===== src/rtl/mult_error_accumulator.sv =====
// mult_error_accumulator
// Scores a combinational multiplier under evaluation. Each accepted sample
// (a, b, p) is compared against the exact product a*b. Over a window of
// N_SAMPLES samples the block accumulates the mismatch count, the sum of
// absolute errors (saturating) and the maximum absolute error. The block
// raises `done` once the window is complete and the two-stage pipeline is empty.
//
// Handshake: a sample is accepted on a rising clk edge when in_valid and
// in_ready are both 1. in_ready depends only on registered state, never on
// in_valid. in_valid while in_ready is 0 is ignored, and no data is held.
module mult_error_accumulator #(
    parameter int WIDTH     = 2,
    parameter int N_SAMPLES = 20,
    parameter int CNT_W     = 16,
    parameter int SUM_W     = 24
) (
    input  logic                 clk,
    input  logic                 rst_n,
    input  logic                 start,
    input  logic                 in_valid,
    output logic                 in_ready,
    input  logic [WIDTH-1:0]     a,
    input  logic [WIDTH-1:0]     b,
    input  logic [2*WIDTH-1:0]   p,
    output logic                 busy,
    output logic                 done,
    output logic [CNT_W-1:0]     sample_cnt,
    output logic [CNT_W-1:0]     mismatch_cnt,
    output logic [SUM_W-1:0]     sum_abs_err,
    output logic [2*WIDTH-1:0]   max_abs_err
);

    localparam int PW = 2 * WIDTH;

    localparam logic [CNT_W-1:0] CNT_ONE = {{(CNT_W-1){1'b0}}, 1'b1};
    localparam logic [CNT_W-1:0] CNT_MAX = {CNT_W{1'b1}};
    localparam logic [CNT_W-1:0] N_LIM   = CNT_W'(N_SAMPLES);
    localparam logic [SUM_W-1:0] SUM_MAX = {SUM_W{1'b1}};

    typedef enum logic [1:0] {
        IDLE  = 2'd0,
        RUN   = 2'd1,
        DRAIN = 2'd2,
        DONE  = 2'd3
    } state_t;

    state_t state;
    state_t state_next;

    logic          accept;
    logic          last_accept;
    logic          start_clear;

    logic [PW-1:0] exact;
    logic [PW-1:0] err;

    logic          s1_valid;
    logic [PW-1:0] s1_err;
    logic          s1_mis;

    logic [SUM_W:0] err_ext;
    logic [SUM_W:0] sum_ext;

    // Handshake and control decode from registered state only
    assign in_ready    = (state == RUN) && (sample_cnt < N_LIM);
    assign accept      = in_valid && in_ready;
    assign last_accept = accept && (sample_cnt == (N_LIM - CNT_ONE));
    assign start_clear = start && ((state == IDLE) || (state == DONE));
    assign busy        = (state == RUN) || (state == DRAIN);
    assign done        = (state == DONE);

    // Exact product and absolute error: larger operand minus the smaller one
    assign exact = {{WIDTH{1'b0}}, a} * {{WIDTH{1'b0}}, b};
    assign err   = (exact >= p) ? (exact - p) : (p - exact);

    // Saturating add of the stage-1 error into the running sum
    assign err_ext = {{(SUM_W + 1 - PW){1'b0}}, s1_err};
    assign sum_ext = {1'b0, sum_abs_err} + err_ext;

    // State register
    always_ff @(posedge clk or negedge rst_n) begin
        if (!rst_n) begin
            state <= IDLE;
        end else begin
            state <= state_next;
        end
    end

    // Next-state logic: start only counts in IDLE/DONE, DRAIN lasts one cycle
    always_comb begin
        state_next = state;
        case (state)
            IDLE:    if (start) state_next = RUN;
            RUN:     if (last_accept) state_next = DRAIN;
            DRAIN:   state_next = DONE;
            DONE:    if (start) state_next = RUN;
            default: state_next = IDLE;
        endcase
    end

    // Stage 1: capture the error of the accepted sample
    always_ff @(posedge clk or negedge rst_n) begin
        if (!rst_n) begin
            s1_valid <= 1'b0;
            s1_err   <= '0;
            s1_mis   <= 1'b0;
        end else if (start_clear) begin
            s1_valid <= 1'b0;
            s1_err   <= '0;
            s1_mis   <= 1'b0;
        end else begin
            s1_valid <= accept;
            if (accept) begin
                s1_err <= err;
                s1_mis <= (err != '0);
            end
        end
    end

    // Stage 2 and sample counter: saturating accumulation of the metrics
    always_ff @(posedge clk or negedge rst_n) begin
        if (!rst_n) begin
            sample_cnt   <= '0;
            mismatch_cnt <= '0;
            sum_abs_err  <= '0;
            max_abs_err  <= '0;
        end else if (start_clear) begin
            sample_cnt   <= '0;
            mismatch_cnt <= '0;
            sum_abs_err  <= '0;
            max_abs_err  <= '0;
        end else begin
            if (accept && (sample_cnt != CNT_MAX)) begin
                sample_cnt <= sample_cnt + CNT_ONE;
            end
            if (s1_valid) begin
                if (s1_mis && (mismatch_cnt != CNT_MAX)) begin
                    mismatch_cnt <= mismatch_cnt + CNT_ONE;
                end
                if (sum_ext[SUM_W]) begin
                    sum_abs_err <= SUM_MAX;
                end else begin
                    sum_abs_err <= sum_ext[SUM_W-1:0];
                end
                if (s1_err > max_abs_err) begin
                    max_abs_err <= s1_err;
                end
            end
        end
    end

endmodule

===== config.mk =====
export PLATFORM = sky130hd
export DESIGN_NAME = mult_error_accumulator
export DESIGN_NICKNAME = d
export VERILOG_FILES = /design/src/rtl/mult_error_accumulator.sv
export SDC_FILE = /design/constraint.sdc
export NUM_CORES = 1
export LEC_CHECK = 0
export ABC_AREA = 1
export CORE_MARGIN = 4
export CORE_UTILIZATION = 30
export DETAILED_ROUTE_END_ITERATION = 12
export DONT_BUFFER_PORTS = 1
export PLACE_DENSITY_LB_ADDON = 0.2
export SLEW_MARGIN = 20
export SYNTH_ARGS = -nofsm -noshare
export SYNTH_HDL_FRONTEND = slang
export SYNTH_SLANG_ARGS = --single-unit

===== constraint.sdc =====
create_clock -name clk -period 4.65 [get_ports clk]
set_clock_uncertainty 0.15 [all_clocks]
set_input_delay 0.465 -clock clk [delete_from_list [all_inputs] [get_ports clk]]
set_output_delay 0.465 -clock clk [all_outputs]
set_load 0.01 [all_outputs]

== Word-level counts from Yosys, hierarchy flattened ==
Cells that the tools add are included.

* Register bits: 68
* Bits in latches: 0
* Bits in writable memories: 0
* Memory bits (read-only): 0
* Bits of input ports: 12
* Output and inout port bits: 63
* Memories: 0

* Add/sub/neg operators: 5
* Multiply operators: 1
* Div/mod/pow operators: 0
* Magnitude comparators: 3
* Equality and inequality tests: 8
* Shift operators: 0
* Mux-type cells: 20
* Bitwise operators: 0
* Reduce and logical (&&, ||, !) cells: 19

{| class="wikitable"
|+ Operator list
! kind !! count
|-
| two-way mux 16 bit || 5
|-
| two-way mux 24 bit || 3
|-
| adder 16 x 1 -> 16 bit (second input constant) || 2
|-
| != test 16 bit (second input constant) || 2
|-
| adder 24 x 4 -> 25 bit || 1
|-
| two-way mux 4 bit || 6
|-
| equality test 16 x 5 -> 1 bit (second input constant) || 1
|-
| less-than comparator 16 x 5 -> 1 bit (second input constant) || 1
|-
| nonzero test 2 bit || 5
|-
| subtractor 4 bit || 2
|-
| logical AND 1 bit || 6
|-
| case mux 2 bit (3 select lines) || 1
|-
| AND reduction 2 bit || 3
|-
| equality test 2 bit (second input constant) || 2
|-
| >= comparator 4 bit || 1
|-
| > comparator 4 bit || 1
|-
| multiplier 2 x 2 -> 4 bit || 1
|-
| two-way mux 2 bit || 2
|-
| nonzero test 4 bit || 1
|-
| two-way mux 1 bit || 3
|-
| equality test 2 x 1 -> 1 bit (second input constant) || 1
|-
| zero test 2 bit || 1
|-
| logical OR 1 bit || 2
|-
| != test 2 x 1 -> 1 bit (second input constant) || 1
|-
| 2 further kinds || 2
|}

== Depth between registers and ports, before layout ==
* Word-level depth: 6
* Mapped depth: 14
* Gate-level depth less buffers: 14

== Worst setup path before layout ==
No wires, ideal clock.

* Kind: input port to flip-flop
* From: in b[1]
* To: reg s1_mis
* Library setup time: 116 ps
* Arrival: 1994 ps
* Slack: 2390 ps
* Stages: 13
* Path through: nand2_1 -> inv_1 -> ha_1 -> ha_1 -> ha_1 -> buf_2 -> a21oi_1 -> o21ai_0 -> xor2_1 -> nand2_1 -> nand3_1 -> nand2_1 -> nand2_1

* Cells in the longest elaborated chain, start to end: 6
* Elaborated cells between the ends (all ways): 8
* Classes of those cells: add/sub (2); mul (1); order compare (1); mux (3); reduce/logical (1)

{| class="wikitable"
|+ Ends and longest elaborated chain
! what !! RTL line !! text
|-
| from (decl) || 23 || <nowiki>input logic [WIDTH-1:0] b,</nowiki>
|-
| multiplier 2 x 2 -> 4 bit (*) || 73 || <nowiki>assign exact = {{WIDTH{1'b0}}, a} * {{WIDTH{1'b0}}, b};</nowiki>
|-
| subtractor 4 bit / >= comparator 4 bit (equally long branches) || 74 || <nowiki>assign err = (exact >= p) ? (exact - p) : (p - exact);</nowiki>
|-
| two-way mux 4 bit (*) || 74 ||
|-
| nonzero test 4 bit (*) || 115 || <nowiki>s1_mis <= (err != '0);</nowiki>
|-
| two-way mux 1 bit (*) || 113 || <nowiki>if (accept) begin</nowiki>
|-
| two-way mux 1 bit (*) || 107 || <nowiki>end else if (start_clear) begin</nowiki>
|-
| to (signal assigned) || 115 ||
|-
| to (decl) || 59 || <nowiki>logic s1_mis;</nowiki>
|}

Every way passes the cells marked *; elsewhere a longest branch is shown, timed or not. The select of a mux whose other input is x is not followed.
A chain may end at the register's enable or synchronous reset.

== Worst setup path after layout ==
* From: reg state[0]
* To: reg sum_abs_err[12]

* Cells in the longest elaborated chain, start to end: 4
* Elaborated cells between the ends (all ways): 6
* Classes of those cells: eq/ne (1); mux (1); reduce/logical (4)

{| class="wikitable"
|+ Ends and longest elaborated chain
! what !! RTL line !! text
|-
| from (decl) || 47 || <nowiki>state_t state;</nowiki>
|-
| from (signal assigned) || 85 || <nowiki>state <= state_next;</nowiki>
|-
| equality test 2 bit / zero test 2 bit (equally long branches) || 68 || <nowiki>assign start_clear = start && ((state == IDLE) || (state == DONE));</nowiki>
|-
| logical OR 1 bit (*) || 68 ||
|-
| logical AND 1 bit (*) || 68 ||
|-
| two-way mux 24 bit / nonzero test 2 bit (equally long branches) || n/a ||
|-
| to (signal assigned) || 143 || <nowiki>sum_abs_err <= sum_ext[SUM_W-1:0];</nowiki>
|-
| to (decl) || 29 || <nowiki>output logic [SUM_W-1:0] sum_abs_err,</nowiki>
|}

Every way passes the cells marked *; elsewhere a longest branch is shown, timed or not.

==> flow_metrics.tcl <==
set metrics [dict create \
    relative_slew_slack_pct 44.6 \
    r2r_slack_ns 1.84 \
    htree_levels 3 \
    worstSkewPairLatency_ns 0.33 \
    worst_hold_path.num_cells 3 \
    post_synthesis_to_final_layout_area_growth_pct 11.7 \
    critical_path_class "flop to flop" \
    sw_frac_of_total_pct 39.1 \
    finalHoldViolations 0 \
    grt_pass1_vias 3768 \
    initial_utilization_pct 30.4 \
    async_flop_share_pct 100 \
    hold_start "start" \
    cp-start-kind "flop" \
    path_cells "ha_1 > nand2_1 > buf_4 > inv_1 > nor2_2 > inv_1 > o21ai_0" \
    routed-via-count 3771 \
    detailed_route_drc_error_count 0 \
    drv_slew 0 \
    post-cts-setup-buffer-count 0 \
    irDropWorstVdd_v 0.000185 \
    synth_top_family_by_area "simple AND/OR/NAND/NOR gates" \
    part_of_the_total_power_dissipated_in_the_clock_network_pct 32.9 \
    synth.lib_cells_used.distinct 34 \
    power_frac_seq_pct 37.2 \
    count_of_flip_flops_with_a_built_in_enable_after_synthesis 0 \
    synth.mux.area_fraction_pct 0 \
    io-pin-count 75 \
    detail-route-antenna-nets 0 \
    holdCritPathClass "input port to flop" \
    core-area_um2 14500 \
    drive_gt1_share_pct 8.90 \
    track_usage_pct 14.1 \
    worst_r2r_startpoint "state[0]" \
    cts_buffers 9 \
    post_drt_via_cell_ratio 4.77 \
    mostFrequentLayoutCell "sky130_fd_sc_hd__nand2_1" \
    fin_hold_ws_ns 0.217 \
    tightestPinTransition_ns 0.831 \
    post_synthesis_cell_area_um2 4410 \
    tritoncts "done" \
    setup-violations-final 0 \
    p_leak_nw 2.51 \
    total_power_mw 2.12 \
    synth_fa_ha_area_share_pct 7.32 \
    antenna_cells_inserted 0 \
    combPwrFrac_pct 29.9 \
    stdcell_area_um2 4920 \
    cts_sinks 68 \
    clock_path_buffers 2 \
    die_height_um 129 \
    post-route-period-util_pct 60.5 \
    dpl.hpwl_um 8360 \
    max_freq_mhz 355 \
    drv.max_cap_violation_count 0 \
    finalWeightedCongestion 0.810 \
    synth_compound_gate_area_share_pct 7.92 \
    ys_ff_latch 68 \
    slowest_delay_ns 0.57 \
    sequential_cell_area_um2 1700 \
    synthCells 598 \
    power.switching_mw 0.831 \
    nets 638 \
    worstHoldEndpoint "state[0]" \
    post_synth_and_or_nand_nor_area_fraction_pct 34.8 \
    die-width_um 129 \
    outcome "completed" \
    setup_total_negative_slack_ns 0 \
    gr-total-overflow 0 \
    dp_worst_setup_slack_ns 1.83 \
    count_of_input_and_output_buffers 0 \
    finalWirelength_um 11300 \
    grt_antenna_before_repair 0 \
    rows 44 \
    ys_warn_count 0 \
    period_needed_ns 2.81 \
    cellInternalPower_mw 1.29 \
    worst_setup_path_end_kind "flop" \
    number_of_fill_cells 1506 \
    mostFrequentLayoutCells "sky130_fd_sc_hd__nand2_1 (179), sky130_fd_sc_hd__inv_1 (82), sky130_fd_sc_hd__dfrtp_1 (68)" \
    synth-seq-area-share_pct 38.6 \
    timing.critical_path.arrival_ns 2.90 \
    multi_input_gate_area_in_the_final_layout_um2 2320 \
    path_clk_slew_ns 0.06 \
    grt_setup_unrepaired "false" \
    synthesized_area_fraction_occupied_by_xor_and_xnor_cells_pct 2.58 \
    firstDrtPassIters 5 \
    grt_first_pass_wirelength_um 18800 \
    crit_top_cell "sky130_fd_sc_hd__inv_1" \
    timing.reg2reg.worst_path_depth 7 \
    r2r-end "sum_abs_err[12]" \
    drt-initial-drc-count 318 \
    post_synth.cell_area_avg_um2 7.37 \
    grt_max_degree 69 \
    postPlaceCellArea_um2 4580 \
    synth_nets 634 \
    cpMaxStageDelayCell "sky130_fd_sc_hd__nor2_2" \
    cp_data_required_time_ns 4.74 \
    die_area_um2 16700 \
    p_per_area_nw_per_um2 432 \
    routedWlPerCell_um 14.2 \
    critical_path.max_fanout 29 \
    cts.root.buffer_cell "sky130_fd_sc_hd__clkbuf_16" \
    final_critical_path_setup_slack_ns 1.84 \
    synthFlopType "sky130_fd_sc_hd__dfrtp_1" \
]
-- state kept, by name, indices dropped and copies added, names as in the netlist --
name	flops
mismatch_cnt	16
s1_mis	1
max_abs_err	4
s1_valid	1
sample_cnt	16
state	2
s1_err	4
sum_abs_err	24
-- worst max path at each step --
stage                        start               to  slack (ns)
after floorplan               b[1]           s1_mis        2.39
after global placement    state[0]  sum_abs_err[21]        1.96
after detailed placement  state[0]  sum_abs_err[12]        1.83
after CTS                 state[0]  sum_abs_err[12]        1.81
after global routing      state[0]  sum_abs_err[12]        1.59
final                     state[0]  sum_abs_err[12]        1.84
-- cell usage after synthesis, drive strengths merged, types with 5 or more instances --
master	number	share of area, %
a21oi	12	1.4
buf	9	1.4
dfrtp	68	39
ha	21	6.0
inv	84	7.2
nand2	185	16
nand3	48	6.1
nand3b	5	1.1
nand4	16	2.4
nor2	69	6.9
nor3	9	1.0
o211ai	8	1.4
o21ai	36	4.7
xor2	12	2.4
-- power groups by stage --
stage / logic, mW / registers, mW / clock network [mW]
after global placement: 0.607 / 0.803 / 0
after CTS: 0.649 / 0.794 / 0.716
after detailed placement: 0.630 / 0.802 / 0
after global routing: 0.734 / 0.804 / 0.741
final: 0.635 / 0.789 / 0.699
after floorplan: 0.509 / 0.760 / 0
-- routing by layer --
layer,track usage (%),up-vias,part of all wire (%)
met4,4.57,0,1.3
li1,-,1925,-
met5,0,-,0
met3,4.12,8,6.2
met2,23.2,71,47
met1,17.8,1767,46
-- worst max-delay path, delay by kind of cell, from the launching register on --
| family | cells | cell delay [ns] |
|---|---|---|
| AOI/OAI and AO/OA | 1 | 0.22 |
| adders and majority gates | 1 | 0.31 |
| buffers and inverters | 3 | 0.98 |
| DFF | 1 | 0.40 |
| and+or+nand+nor | 2 | 0.63 |
-- final cells by class --
cell class	count	area share, %
multi-input combinational	435	47.1
sequential	68	34.6
inverter	84	6.41
clock buffer	11	4.93
tap	184	4.68
clock inverter	5	1.22
timing repair buffer	4	1.07
-- cell families after synthesis --
group | after synthesis
buf+inv | 95
flops | 68
simple gates | 339
xor+xnor | 13
compound gates | 59
fa+ha+maj | 24
-- through the flow --
stage	util [%]	instances
5_1_grt	34.0	791
3_3_place_gp	31.6	773
4_1_cts	34.0	791
6_report	34.0	791
2_1_floorplan	-	598
3_5_place_dp	31.6	773
-- timing repair --
item | in CTS | in global routing
endpoints found under the hold margin | 68 | 0
endpoints found under the setup margin | 0 | 0
hold buffers | 2 | 0
gates resized for setup | 0 | 0
(Power assumes the default switching activity.)
